==> src/rtl/hazard_ctrl_pipe.sv <==
// Hazard detection, MDU occupancy and forwarding control for the
// 5-stage MIPS core: D decode, E/M/W destination bundles, stall/fwd.

package hazard_ctrl_pkg;

    typedef enum logic [1:0] {
        MDU_NONE = 2'd0,
        MDU_MULT = 2'd1,
        MDU_DIV  = 2'd2
    } mdu_op_e;

    typedef struct packed {
        logic [4:0] a3;
        logic [1:0] tnew;
        logic       regwr;
        mdu_op_e    mdu_op;
    } stage_t;

    typedef struct packed {
        logic [4:0] rs;
        logic [4:0] rt;
    } src_t;

    localparam logic [5:0] OP_RTYPE = 6'h00;
    localparam logic [5:0] OP_J     = 6'h02;
    localparam logic [5:0] OP_JAL   = 6'h03;
    localparam logic [5:0] OP_BEQ   = 6'h04;
    localparam logic [5:0] OP_ORI   = 6'h0d;
    localparam logic [5:0] OP_LUI   = 6'h0f;
    localparam logic [5:0] OP_LB    = 6'h20;
    localparam logic [5:0] OP_LH    = 6'h21;
    localparam logic [5:0] OP_LW    = 6'h23;
    localparam logic [5:0] OP_SB    = 6'h28;
    localparam logic [5:0] OP_SH    = 6'h29;
    localparam logic [5:0] OP_SW    = 6'h2b;

    localparam logic [5:0] FN_JR    = 6'h08;
    localparam logic [5:0] FN_MFHI  = 6'h10;
    localparam logic [5:0] FN_MTHI  = 6'h11;
    localparam logic [5:0] FN_MFLO  = 6'h12;
    localparam logic [5:0] FN_MTLO  = 6'h13;
    localparam logic [5:0] FN_MULT  = 6'h18;
    localparam logic [5:0] FN_MULTU = 6'h19;
    localparam logic [5:0] FN_DIV   = 6'h1a;
    localparam logic [5:0] FN_DIVU  = 6'h1b;
    localparam logic [5:0] FN_ADDU  = 6'h21;
    localparam logic [5:0] FN_SUBU  = 6'h23;

    localparam logic [1:0] FWD_NONE = 2'd0;
    localparam logic [1:0] FWD_E    = 2'd1;
    localparam logic [1:0] FWD_M    = 2'd2;
    localparam logic [1:0] FWD_W    = 2'd3;

endpackage

module hazard_ctrl_pipe #(
    parameter int MULT_CYCLES = 5,
    parameter int DIV_CYCLES  = 10,
    parameter int CNT_W       = 4
) (
    input  logic        clk,
    input  logic        reset,
    input  logic [31:0] Instr_D,
    output logic        stall,
    output logic [1:0]  fwd_rs_D,
    output logic [1:0]  fwd_rt_D,
    output logic [1:0]  fwd_rs_E,
    output logic [1:0]  fwd_rt_E,
    output logic        mdu_start,
    output logic        mdu_busy,
    output logic        RegWr_W,
    output logic [4:0]  A3_W
);

    import hazard_ctrl_pkg::*;

    logic [5:0] op_d;
    logic [5:0] fn_d;
    logic [4:0] rs_d;
    logic [4:0] rt_d;
    logic [4:0] rd_d;

    assign op_d = Instr_D[31:26];
    assign rs_d = Instr_D[25:21];
    assign rt_d = Instr_D[20:16];
    assign rd_d = Instr_D[15:11];
    assign fn_d = Instr_D[5:0];

    logic is_rtype;
    logic is_addu, is_subu, is_jr;
    logic is_mult, is_multu, is_div, is_divu;
    logic is_mfhi, is_mflo, is_mthi, is_mtlo;
    logic is_ori, is_lui, is_beq, is_jal;
    logic is_lw, is_lb, is_lh, is_sw, is_sb, is_sh;

    assign is_rtype = (op_d == OP_RTYPE);
    assign is_addu  = is_rtype && (fn_d == FN_ADDU);
    assign is_subu  = is_rtype && (fn_d == FN_SUBU);
    assign is_jr    = is_rtype && (fn_d == FN_JR);
    assign is_mult  = is_rtype && (fn_d == FN_MULT);
    assign is_multu = is_rtype && (fn_d == FN_MULTU);
    assign is_div   = is_rtype && (fn_d == FN_DIV);
    assign is_divu  = is_rtype && (fn_d == FN_DIVU);
    assign is_mfhi  = is_rtype && (fn_d == FN_MFHI);
    assign is_mflo  = is_rtype && (fn_d == FN_MFLO);
    assign is_mthi  = is_rtype && (fn_d == FN_MTHI);
    assign is_mtlo  = is_rtype && (fn_d == FN_MTLO);
    assign is_ori   = (op_d == OP_ORI);
    assign is_lui   = (op_d == OP_LUI);
    assign is_beq   = (op_d == OP_BEQ);
    assign is_jal   = (op_d == OP_JAL);
    assign is_lw    = (op_d == OP_LW);
    assign is_lb    = (op_d == OP_LB);
    assign is_lh    = (op_d == OP_LH);
    assign is_sw    = (op_d == OP_SW);
    assign is_sb    = (op_d == OP_SB);
    assign is_sh    = (op_d == OP_SH);

    logic is_alu_r, is_load, is_store;
    logic is_md_mul, is_md_div, is_md_calc;
    logic is_md_from, is_md_to, is_md_any;

    assign is_alu_r   = is_addu | is_subu;
    assign is_load    = is_lw | is_lb | is_lh;
    assign is_store   = is_sw | is_sb | is_sh;
    assign is_md_mul  = is_mult | is_multu;
    assign is_md_div  = is_div | is_divu;
    assign is_md_calc = is_md_mul | is_md_div;
    assign is_md_from = is_mfhi | is_mflo;
    assign is_md_to   = is_mthi | is_mtlo;
    assign is_md_any  = is_md_calc | is_md_from | is_md_to;

    logic [4:0] dec_a3;
    logic [1:0] dec_tnew;
    logic       dec_wr;
    mdu_op_e    dec_md;
    logic       use_rs, use_rt;
    logic [1:0] tuse_rs, tuse_rt;

    // j and every undecoded encoding fall to the default: a pure nop
    always_comb begin
        dec_a3   = 5'd0;
        dec_tnew = 2'd0;
        dec_wr   = 1'b0;
        dec_md   = MDU_NONE;
        use_rs   = 1'b0;
        use_rt   = 1'b0;
        tuse_rs  = 2'd0;
        tuse_rt  = 2'd0;
        unique case (1'b1)
            is_alu_r: begin
                dec_a3   = rd_d;
                dec_tnew = 2'd1;
                dec_wr   = 1'b1;
                use_rs   = 1'b1;
                tuse_rs  = 2'd1;
                use_rt   = 1'b1;
                tuse_rt  = 2'd1;
            end
            is_ori: begin
                dec_a3   = rt_d;
                dec_tnew = 2'd1;
                dec_wr   = 1'b1;
                use_rs   = 1'b1;
                tuse_rs  = 2'd1;
            end
            is_lui: begin
                dec_a3   = rt_d;
                dec_tnew = 2'd1;
                dec_wr   = 1'b1;
            end
            is_load: begin
                dec_a3   = rt_d;
                dec_tnew = 2'd2;
                dec_wr   = 1'b1;
                use_rs   = 1'b1;
                tuse_rs  = 2'd1;
            end
            is_store: begin
                use_rs   = 1'b1;
                tuse_rs  = 2'd1;
                use_rt   = 1'b1;
                tuse_rt  = 2'd2;
            end
            is_beq: begin
                use_rs   = 1'b1;
                use_rt   = 1'b1;
            end
            is_jal: begin
                dec_a3   = 5'd31;
                dec_wr   = 1'b1;
            end
            is_jr: begin
                use_rs   = 1'b1;
            end
            is_md_calc: begin
                dec_md   = is_md_div ? MDU_DIV : MDU_MULT;
                use_rs   = 1'b1;
                tuse_rs  = 2'd1;
                use_rt   = 1'b1;
                tuse_rt  = 2'd1;
            end
            is_md_from: begin
                dec_a3   = rd_d;
                dec_tnew = 2'd1;
                dec_wr   = 1'b1;
            end
            is_md_to: begin
                use_rs   = 1'b1;
                tuse_rs  = 2'd1;
            end
            default: ;
        endcase
    end

    stage_t dec_bundle;

    always_comb begin
        dec_bundle        = '0;
        dec_bundle.a3     = dec_a3;
        dec_bundle.tnew   = dec_tnew;
        dec_bundle.regwr  = dec_wr && (dec_a3 != 5'd0);
        dec_bundle.mdu_op = dec_md;
    end

    stage_t          e_q, e_d;
    stage_t          m_q, m_d;
    stage_t          w_q, w_d;
    src_t            src_e_q, src_e_d;
    logic [CNT_W-1:0] cnt_q, cnt_d;

    function automatic logic [1:0] tnew_dec(input logic [1:0] t);
        return (t == 2'd0) ? 2'd0 : t - 2'd1;
    endfunction

    function automatic logic writes(input stage_t s, input logic [4:0] r);
        return s.regwr && (s.a3 != 5'd0) && (s.a3 == r);
    endfunction

    function automatic logic hazard(
        input stage_t     s,
        input logic [4:0] r,
        input logic       used,
        input logic [1:0] tuse
    );
        return used && writes(s, r) && (tuse < s.tnew);
    endfunction

    function automatic logic ready(input stage_t s, input logic [4:0] r);
        return writes(s, r) && (s.tnew == 2'd0);
    endfunction

    logic data_stall;
    logic mdu_stall;

    assign data_stall = hazard(e_q, rs_d, use_rs, tuse_rs)
                      | hazard(e_q, rt_d, use_rt, tuse_rt)
                      | hazard(m_q, rs_d, use_rs, tuse_rs)
                      | hazard(m_q, rt_d, use_rt, tuse_rt);

    assign mdu_start = (e_q.mdu_op != MDU_NONE);
    assign mdu_busy  = (cnt_q != '0);
    assign mdu_stall = is_md_any && (mdu_start || mdu_busy);
    assign stall     = data_stall | mdu_stall;

    always_comb begin
        fwd_rs_D = FWD_NONE;
        if (ready(e_q, rs_d))      fwd_rs_D = FWD_E;
        else if (ready(m_q, rs_d)) fwd_rs_D = FWD_M;
        else if (ready(w_q, rs_d)) fwd_rs_D = FWD_W;
    end

    always_comb begin
        fwd_rt_D = FWD_NONE;
        if (ready(e_q, rt_d))      fwd_rt_D = FWD_E;
        else if (ready(m_q, rt_d)) fwd_rt_D = FWD_M;
        else if (ready(w_q, rt_d)) fwd_rt_D = FWD_W;
    end

    always_comb begin
        fwd_rs_E = FWD_NONE;
        if (ready(m_q, src_e_q.rs))      fwd_rs_E = FWD_M;
        else if (ready(w_q, src_e_q.rs)) fwd_rs_E = FWD_W;
    end

    always_comb begin
        fwd_rt_E = FWD_NONE;
        if (ready(m_q, src_e_q.rt))      fwd_rt_E = FWD_M;
        else if (ready(w_q, src_e_q.rt)) fwd_rt_E = FWD_W;
    end

    always_comb begin
        e_d     = dec_bundle;
        src_e_d = '{rs: rs_d, rt: rt_d};
        if (stall) begin
            e_d     = '0;
            src_e_d = '0;
        end
        m_d      = e_q;
        m_d.tnew = tnew_dec(e_q.tnew);
        w_d      = m_q;
        w_d.tnew = tnew_dec(m_q.tnew);
    end

    // A stalled D never blocks the start: E already holds the MDU op
    always_comb begin
        cnt_d = cnt_q;
        if (mdu_start) begin
            if (e_q.mdu_op == MDU_DIV) cnt_d = CNT_W'(DIV_CYCLES);
            else                       cnt_d = CNT_W'(MULT_CYCLES);
        end else if (cnt_q != '0) begin
            cnt_d = cnt_q - CNT_W'(1);
        end
    end

    always_ff @(posedge clk or posedge reset) begin
        if (reset) begin
            e_q     <= '0;
            m_q     <= '0;
            w_q     <= '0;
            src_e_q <= '0;
            cnt_q   <= '0;
        end else begin
            e_q     <= e_d;
            m_q     <= m_d;
            w_q     <= w_d;
            src_e_q <= src_e_d;
            cnt_q   <= cnt_d;
        end
    end

    assign RegWr_W = w_q.regwr;
    assign A3_W    = w_q.a3;

    logic unused_bits;
    assign unused_bits = ^{Instr_D[10:6], w_q.mdu_op};

endmodule

==> config.mk <==
export PLATFORM = sky130hd
export DESIGN_NAME = hazard_ctrl_pipe
export DESIGN_NICKNAME = d
export VERILOG_FILES = /design/src/rtl/hazard_ctrl_pipe.sv
export SDC_FILE = /design/constraint.sdc
export NUM_CORES = 1
export LEC_CHECK = 0
export ABC_AREA = 1
export BUFFER_PORTS_ARGS = -buffer_cell sky130_fd_sc_hd__buf_2
export CAP_MARGIN = 25
export CELL_PAD_IN_SITES_DETAIL_PLACEMENT = 0
export CELL_PAD_IN_SITES_GLOBAL_PLACEMENT = 1
export CORE_UTILIZATION = 45
export CTS_BUF_LIST = sky130_fd_sc_hd__clkbuf_2 sky130_fd_sc_hd__clkbuf_4 sky130_fd_sc_hd__clkbuf_8
export DETAILED_ROUTE_END_ITERATION = 10
export PLACE_DENSITY = 0.95
export SKIP_LAST_GASP = 1
export SLEW_MARGIN = 15
export SYNTH_ARGS = -nofsm -noshare
export SYNTH_HDL_FRONTEND = slang
export SYNTH_SLANG_ARGS = --single-unit
==> constraint.sdc <==
create_clock -name clk -period 2.3 [get_ports clk]
set_input_delay 0.345 -clock clk [delete_from_list [all_inputs] [get_ports clk]]
set_output_delay 0.345 -clock clk [all_outputs]
set_load 0.005 [all_outputs]
==> results.toml, run 1 <==
[timing]
maxSlewHeadroom_pct = 66.2
totalNegativeSetupSlack_ps = 0
skew_ps = 8.17
post-route-period-util_pct = 93.3
fin_worst_setup_slack_ps = 153
hold_ws_ps = 161
maxClockFrequency_mhz = 466
slew_viol_final = 0
max_slew.worst_pin.slew_ps = 507
setup_violations = 0
final_hold_viol_count = 0
min_period_ps = 2150

[setup_path]
worst_r2r_endpoint = "e_q[9]$_DFF_PP0_"
timing.critical_path.from_type = "flip-flop"
end_kind = "output pin"
critical_path.reg2reg.startpoint = "m_q[5]$_DFF_PP0_"
worstRegToRegCells = 13
critPathArrivalTime_ps = 1800
timing.critical_path.required_ps = 1960
r2r_slack_ps = 470
worst-setup-path-type = "flip-flop to output pin"
crit_fanout = 3

[cells_and_area]
ff_latch_area_um2 = 1010
layout.cell_area.non_filler_um2 = 3030
antennaDiodeCount = 0
finish.cell_count_without_fillers = 463
areaGrowthSynthToFinish_pct = 14.7
fillerInstances = 554
multi_input_comb_area_um2 = 1380
fraction_of_layout_cells_with_a_size_suffix_above_1_pct = 25.6
layout.nets = 426

[grt]
antenna_violations_before_repair = 0
grtUsageTotal_pct = 20.4
global_route.overflow_total = 0
first_global_vias = 2119
global_route_wire_length_before_repair_um = 9610
grt_max_degree = 41

[synthesis]
ys_seq_area_share_pct = 37.9
synth_cell_types = 31
avgSynthCellArea_um2 = 7.61
synth_top_area_cell = "dfrtp_1"
synth_area_leaders = "dfrtp_1 (38%), nand2_1 (9.4%), xor2_1 (8.0%), inv_1 (6.5%), nor2_1 (6.0%)"
number_of_flip_flops_and_latches_in_the_synthesized_netlist = 40
post-synth-top-area-fraction_pct = 37.9
ys.warnings.count = 0
syn_inst_count = 347
netlist_area_pre_place_um2 = 2640
syn-num-nets = 383

[hold_path]
holdCritPathClass = "input port to asynchronous set/reset pin"

[placed_design]
gp_routability_congestion = 0.849
number_of_port_buffers = 45
place.detailed.instances = 454
preCtsSetupSlack_ps = 347
post_detailed_placement_half_perimeter_wirelength_um = 4440
dpl_cell_area_um2 = 2890

[routing]
wl_per_cell_um = 12.2
drc_violations = 0
via_per_inst = 4.95
routed-via-count = 2291
number_of_detailed_routing_iterations_run_before_antenna_repair = 4
postRouteAntennaNets = 0
detailedRoute.firstIterationViolations = 98
wirelength_um = 5640

[power_and_ir_drop]
power_per_cell_area_nw_per_um2 = 606
worst_ir_drop_vdd_uv = 255
power_leakage_uw = 0.00169

[clock_network]
clock_sink_count = 40
h-tree-depth = 2
cts_tree = "done"
clkSlewWorstSetupHoldPaths_ps = 80
clock_insertion_delay_worst_skew_ps = 300
cts_made_buffers = 5
clock_tree.root_cell = "clkbuf_8"
clk_path_buf_depth = 2

[job]
drv_cap = 0

[floorplan]
die_w_um = 78.6
die_h_um = 78.6
effective_utilization_at_floorplan_pct = 47.4
total_core_area_um2 = 5570
core.rowCount = 27
pin_count = 51
floorplan.die_area_um2 = 6180

[status]
status = "finished clean"
==> per-stage QoR <==
step / power (uW) / utilization, %
5_1_grt: 1950 / 54.3
6_report: 1830 / 54.3
3_5_place_dp: 1220 / 51.9
3_3_place_gp: 1210 / 51.9
4_1_cts: 1840 / 54.1
2_1_floorplan: 1100 / -
==> synthesized netlist by cell type <==
library cell and count:
a21oi_1 15, nor2_1 42, inv_2 2, or2_2 5
nor3_1 5, ha_1 2, a221oi_1 1, o21ai_0 5
nand3b_1 3, nor3_4 1, nor2_4 2, nand4_1 11
o22ai_1 2, clkbuf_1 3, xor2_1 24, nand3_1 14
o21ai_2 1, buf_4 5, o21a_1 1, xnor2_1 13
nand2_1 66, o31ai_1 2, inv_1 46, nor4_1 2
dfrtp_1 40, buf_6 2, nor2_2 23, nand2_2 1
buf_2 2, nand3_2 4, a31oi_1 2
==> registers in the layout (all words and copies together) (netlist names) <==
| name | cells |
|---|---|
| e_q | 10 |
| RegWr_W | 1 |
| m_q | 8 |
| cnt_q | 4 |
| w_q | 2 |
| A3_W | 5 |
| src_e_q | 10 |
==> cell usage in the layout (no fill, tap or decap), drive strengths merged <==
cell type | synthesis | final
o22ai | 2 | 2
or2 | 5 | 5
o21ai | 6 | 6
nand4 | 11 | 11
o21a | 1 | 1
clkbuf | 3 | 7
nand3 | 18 | 18
xor2 | 24 | 24
xnor2 | 13 | 13
nand2 | 67 | 67
a31oi | 2 | 2
inv | 48 | 48
dfrtp | 40 | 40
a221oi | 1 | 1
o31ai | 2 | 2
buf | 9 | 48
a21oi | 15 | 15
nor3 | 6 | 6
ha | 2 | 2
nor2 | 67 | 67
bufinv | 0 | 1
nand3b | 3 | 3
nor4 | 2 | 2
==> critical path: stages (launching register included) <==
cell	delay (ps)
dfrtp_1	370
nor2_1	250
o21ai_0	140
a21oi_1	140
nand4_1	140
o31ai_1	300
buf_2	170
==> logic make-up after synthesis <==
| family | Yosys count | share of synthesized area (%) |
|---|---|---|
| simple gates | 179 | 32.7 |
| buf+inv | 60 | 9.90 |
| flops | 40 | 37.9 |
| fa+ha+maj | 2 | 0.947 |
| xor+xnor | 37 | 12.3 |
| compound gates | 29 | 6.25 |
==> layer usage <==
layer / vias up / share of wire [%] / global-route usage, % / wire, um
met5: - / 0 / 0 / 0
met3: 11 / 3.2 / 3.60 / 182
met1: 1062 / 46 / 25.8 / 2600
li1: 1167 / - / - / -
met2: 51 / 49 / 34.3 / 2740
met4: 0 / 2.0 / 7.96 / 110
==> power breakdown <==
part	leakage, uW	internal (uW)	switching (uW)
Combinational	0.00111	167	224
Clock	0.0000645	383	241
Sequential	0.000515	768	51.9
Total	0.00169	1320	517
==> cell type report <==
class | instances | share of cell area (%)
Multi-Input combinational cell | 247 | 45.5
Sequential cell | 40 | 33.2
Timing Repair Buffer | 48 | 8.18
Inverter | 48 | 5.95
Clock buffer | 7 | 3.18
Tap cell | 72 | 2.97
Clock inverter | 1 | 0.991
==> how the worst max path moves through the flow <==
stage,start,end,slack [ps],cells past startpoint
4_1_cts,m_q[7]$_DFF_PP0_,stall,70,11
3_5_place_dp,m_q[7]$_DFF_PP0_,e_q[9]$_DFF_PP0_,350,12
3_3_place_gp,m_q[8]$_DFF_PP0_,e_q[9]$_DFF_PP0_,360,12
2_1_floorplan,m_q[7]$_DFF_PP0_,stall,630,12
6_report,w_q[4]$_DFF_PP0_,fwd_rt_D[0],150,6
5_1_grt,m_q[5]$_DFF_PP0_,stall,-6,12
==> what timing repair did <==
item | in CTS | in global routing
hold buffers | 0 | 0
setup buffers | 0 | 1
gates resized for setup | 0 | 5
endpoints found under the setup margin | 0 | 3
endpoints found under the hold margin | 0 | 0
Power figures use the tool's default switching activity.
==> run 2, diff against run 1 <==
Settings changed: CORE_UTILIZATION 45 to 38, PLACE_DENSITY 0.95 to 0.91.
Clock period 2.3 ns to 1.7 ns, I/O delays scaled along.
==> results.toml, run 2 (same netlist as run 1, synthesis figures left out) <==
[status]
status = "finished, violations left"
violations = "negative setup slack"

[placed_design]
place.detailed.instances = 476
gp_routability_congestion = 0.864
post_detailed_placement_half_perimeter_wirelength_um = 4580
dpl_cell_area_um2 = 3020
number_of_port_buffers = 45

[timing]
hold_ws_ps = 70.0
setup_violations = 29
min_period_ps = 1980
rsz0062_at_grt = "true"
post-route-period-util_pct = 116
maxSlewHeadroom_pct = 67.4
fin_worst_setup_slack_ps = -276
slew_viol_final = 0
maxClockFrequency_mhz = 506
max_slew.worst_pin.slew_ps = 489
skew_ps = 6.89
final_hold_viol_count = 0
totalNegativeSetupSlack_ps = -4890

[setup_path]
timing.critical_path.required_ps = 1440
crit_fanout = 3
critPathLaunch = "m_q[8]$_DFF_PP0_"
timing.critical_path.from_type = "flip-flop"
critical_path.reg2reg.startpoint = "m_q[8]$_DFF_PP0_"
r2r_slack_ps = -230
worst-setup-path-type = "flip-flop to output pin"
end_kind = "output pin"
critPathArrivalTime_ps = 1720

[job]
drv_cap = 0

[routing]
wirelength_um = 6280
drc_violations = 0
detailedRoute.firstIterationViolations = 89
via_per_inst = 4.86
routed-via-count = 2421
postRouteAntennaNets = 0
wl_per_cell_um = 12.6
number_of_detailed_routing_iterations_run_before_antenna_repair = 4

[power_and_ir_drop]
total_switching_power_uw = 726
p_clk_share_pct = 28.2
power_leakage_uw = 0.00184
worst_ir_drop_vdd_uv = 372
power_frac_comb_pct = 24.5
seqPwrFrac_pct = 47.3
switching_share_pct = 30.9
power_per_cell_area_nw_per_um2 = 688
internal_power_uw = 1620

[clock_network]
clk_path_buf_depth = 2
clkSlewWorstSetupHoldPaths_ps = 80
h-tree-depth = 2
clock_tree.root_cell = "clkbuf_8"
clock_insertion_delay_worst_skew_ps = 290
cts_tree = "done"
cts_made_buffers = 5
clock_sink_count = 40

[cells_and_area]
layout.nets = 453
finish.cell_count_without_fillers = 498
layout.cells.most_common_list = "nand2_1 (65), buf_2 (45), inv_1 (40), nor2_1 (34), dfrtp_1 (33)"
antennaDiodeCount = 0
postLayoutCoreUtil_pct = 50.5
areaGrowthSynthToFinish_pct = 29.1
layout_commonest_cell = "nand2_1"
largestRegisters = "e_q: 10 flops, src_e_q: 10 flops, m_q: 8 flops"
fraction_of_layout_cells_with_a_size_suffix_above_1_pct = 36.8
layout.cell_area.non_filler_um2 = 3410

[grt]
grtUsageTotal_pct = 17.7
first_global_vias = 2226
grt_max_degree = 41
antenna_violations_before_repair = 0
global_route_wire_length_before_repair_um = 9990
global_route.overflow_total = 0

[floorplan]
pin_count = 51
core.rowCount = 30
floorplan.die_area_um2 = 7290
die_h_um = 85.4
effective_utilization_at_floorplan_pct = 39.1
die_w_um = 85.4
total_core_area_um2 = 6760

[hold_path]
holdCritPathClass = "input port to asynchronous set/reset pin"
run 2: final timing paths:
kind	endpoint	cells after the start
setup / recovery	fwd_rs_E[0]	7
hold reg to reg	m_q[2]$_DFF_PP0_	0
hold / removal	src_e_q[4]$_DFF_PP0_	3
max in group asynchronous	m_q[9]$_DFF_PP0_	3
setup reg to reg	src_e_q[5]$_DFF_PP0_	14
min in group clk	e_q[1]$_DFF_PP0_	3
run 2: routing by layer:
| metal | vias to the layer above | global-route usage [%] | routed length (um) |
|---|---|---|---|
| met5 | - | 0 | 0 |
| met4 | 0 | 7.58 | 115 |
| met3 | 8 | 2.04 | 255 |
| met2 | 76 | 30.6 | 3100 |
| met1 | 1112 | 22.4 | 2810 |
| li1 | 1225 | - | - |
run 2: critical path, stage by stage (launching register included):
cell and delay (ps):
dfrtp_1 420, buf_6 140, xor2_2 140, nor4_2 370
nand3_1 150, inv_1 70, nor2_1 30, buf_2 120
run 2: timing repair:
item	4_1_cts	5_1_grt
gates cloned	2	1
hold buffers	0	0
pin swaps	16	7
setup buffers	6	5
gates resized for setup	27	18
setup endpoints to repair	11	29
run 2: power by group through the flow:
stage               clock network [uW]  logic (uW)  registers (uW)
detailed placement                   0         537            1130
finish                             661         575            1110
floorplan                            0         384            1110
CTS                                666         562            1110
global placement                     0         527            1120
global route                       703         651            1120
run 2: area by class of cell:
cell class / count / area (um2)
Sequential cell: 40 / 1010
Fill cell: 651 / 3350
Clock buffer: 6 / 82.6
Timing Repair Buffer: 75 / 548
Tap cell: 80 / 100
Multi-Input combinational cell: 247 / 1480
Inverter: 48 / 180
Clock inverter: 2 / 15.0
run 2: per-stage QoR:
| stage | setup slack [ps] | total power, uW |
|---|---|---|
| 3_5_place_dp | -15.2 | 1660 |
| 3_3_place_gp | -6.24 | 1650 |
| 6_report | -276 | 2350 |
| 5_1_grt | -361 | 2480 |
| 4_1_cts | -229 | 2340 |
| 2_1_floorplan | 120 | 1490 |
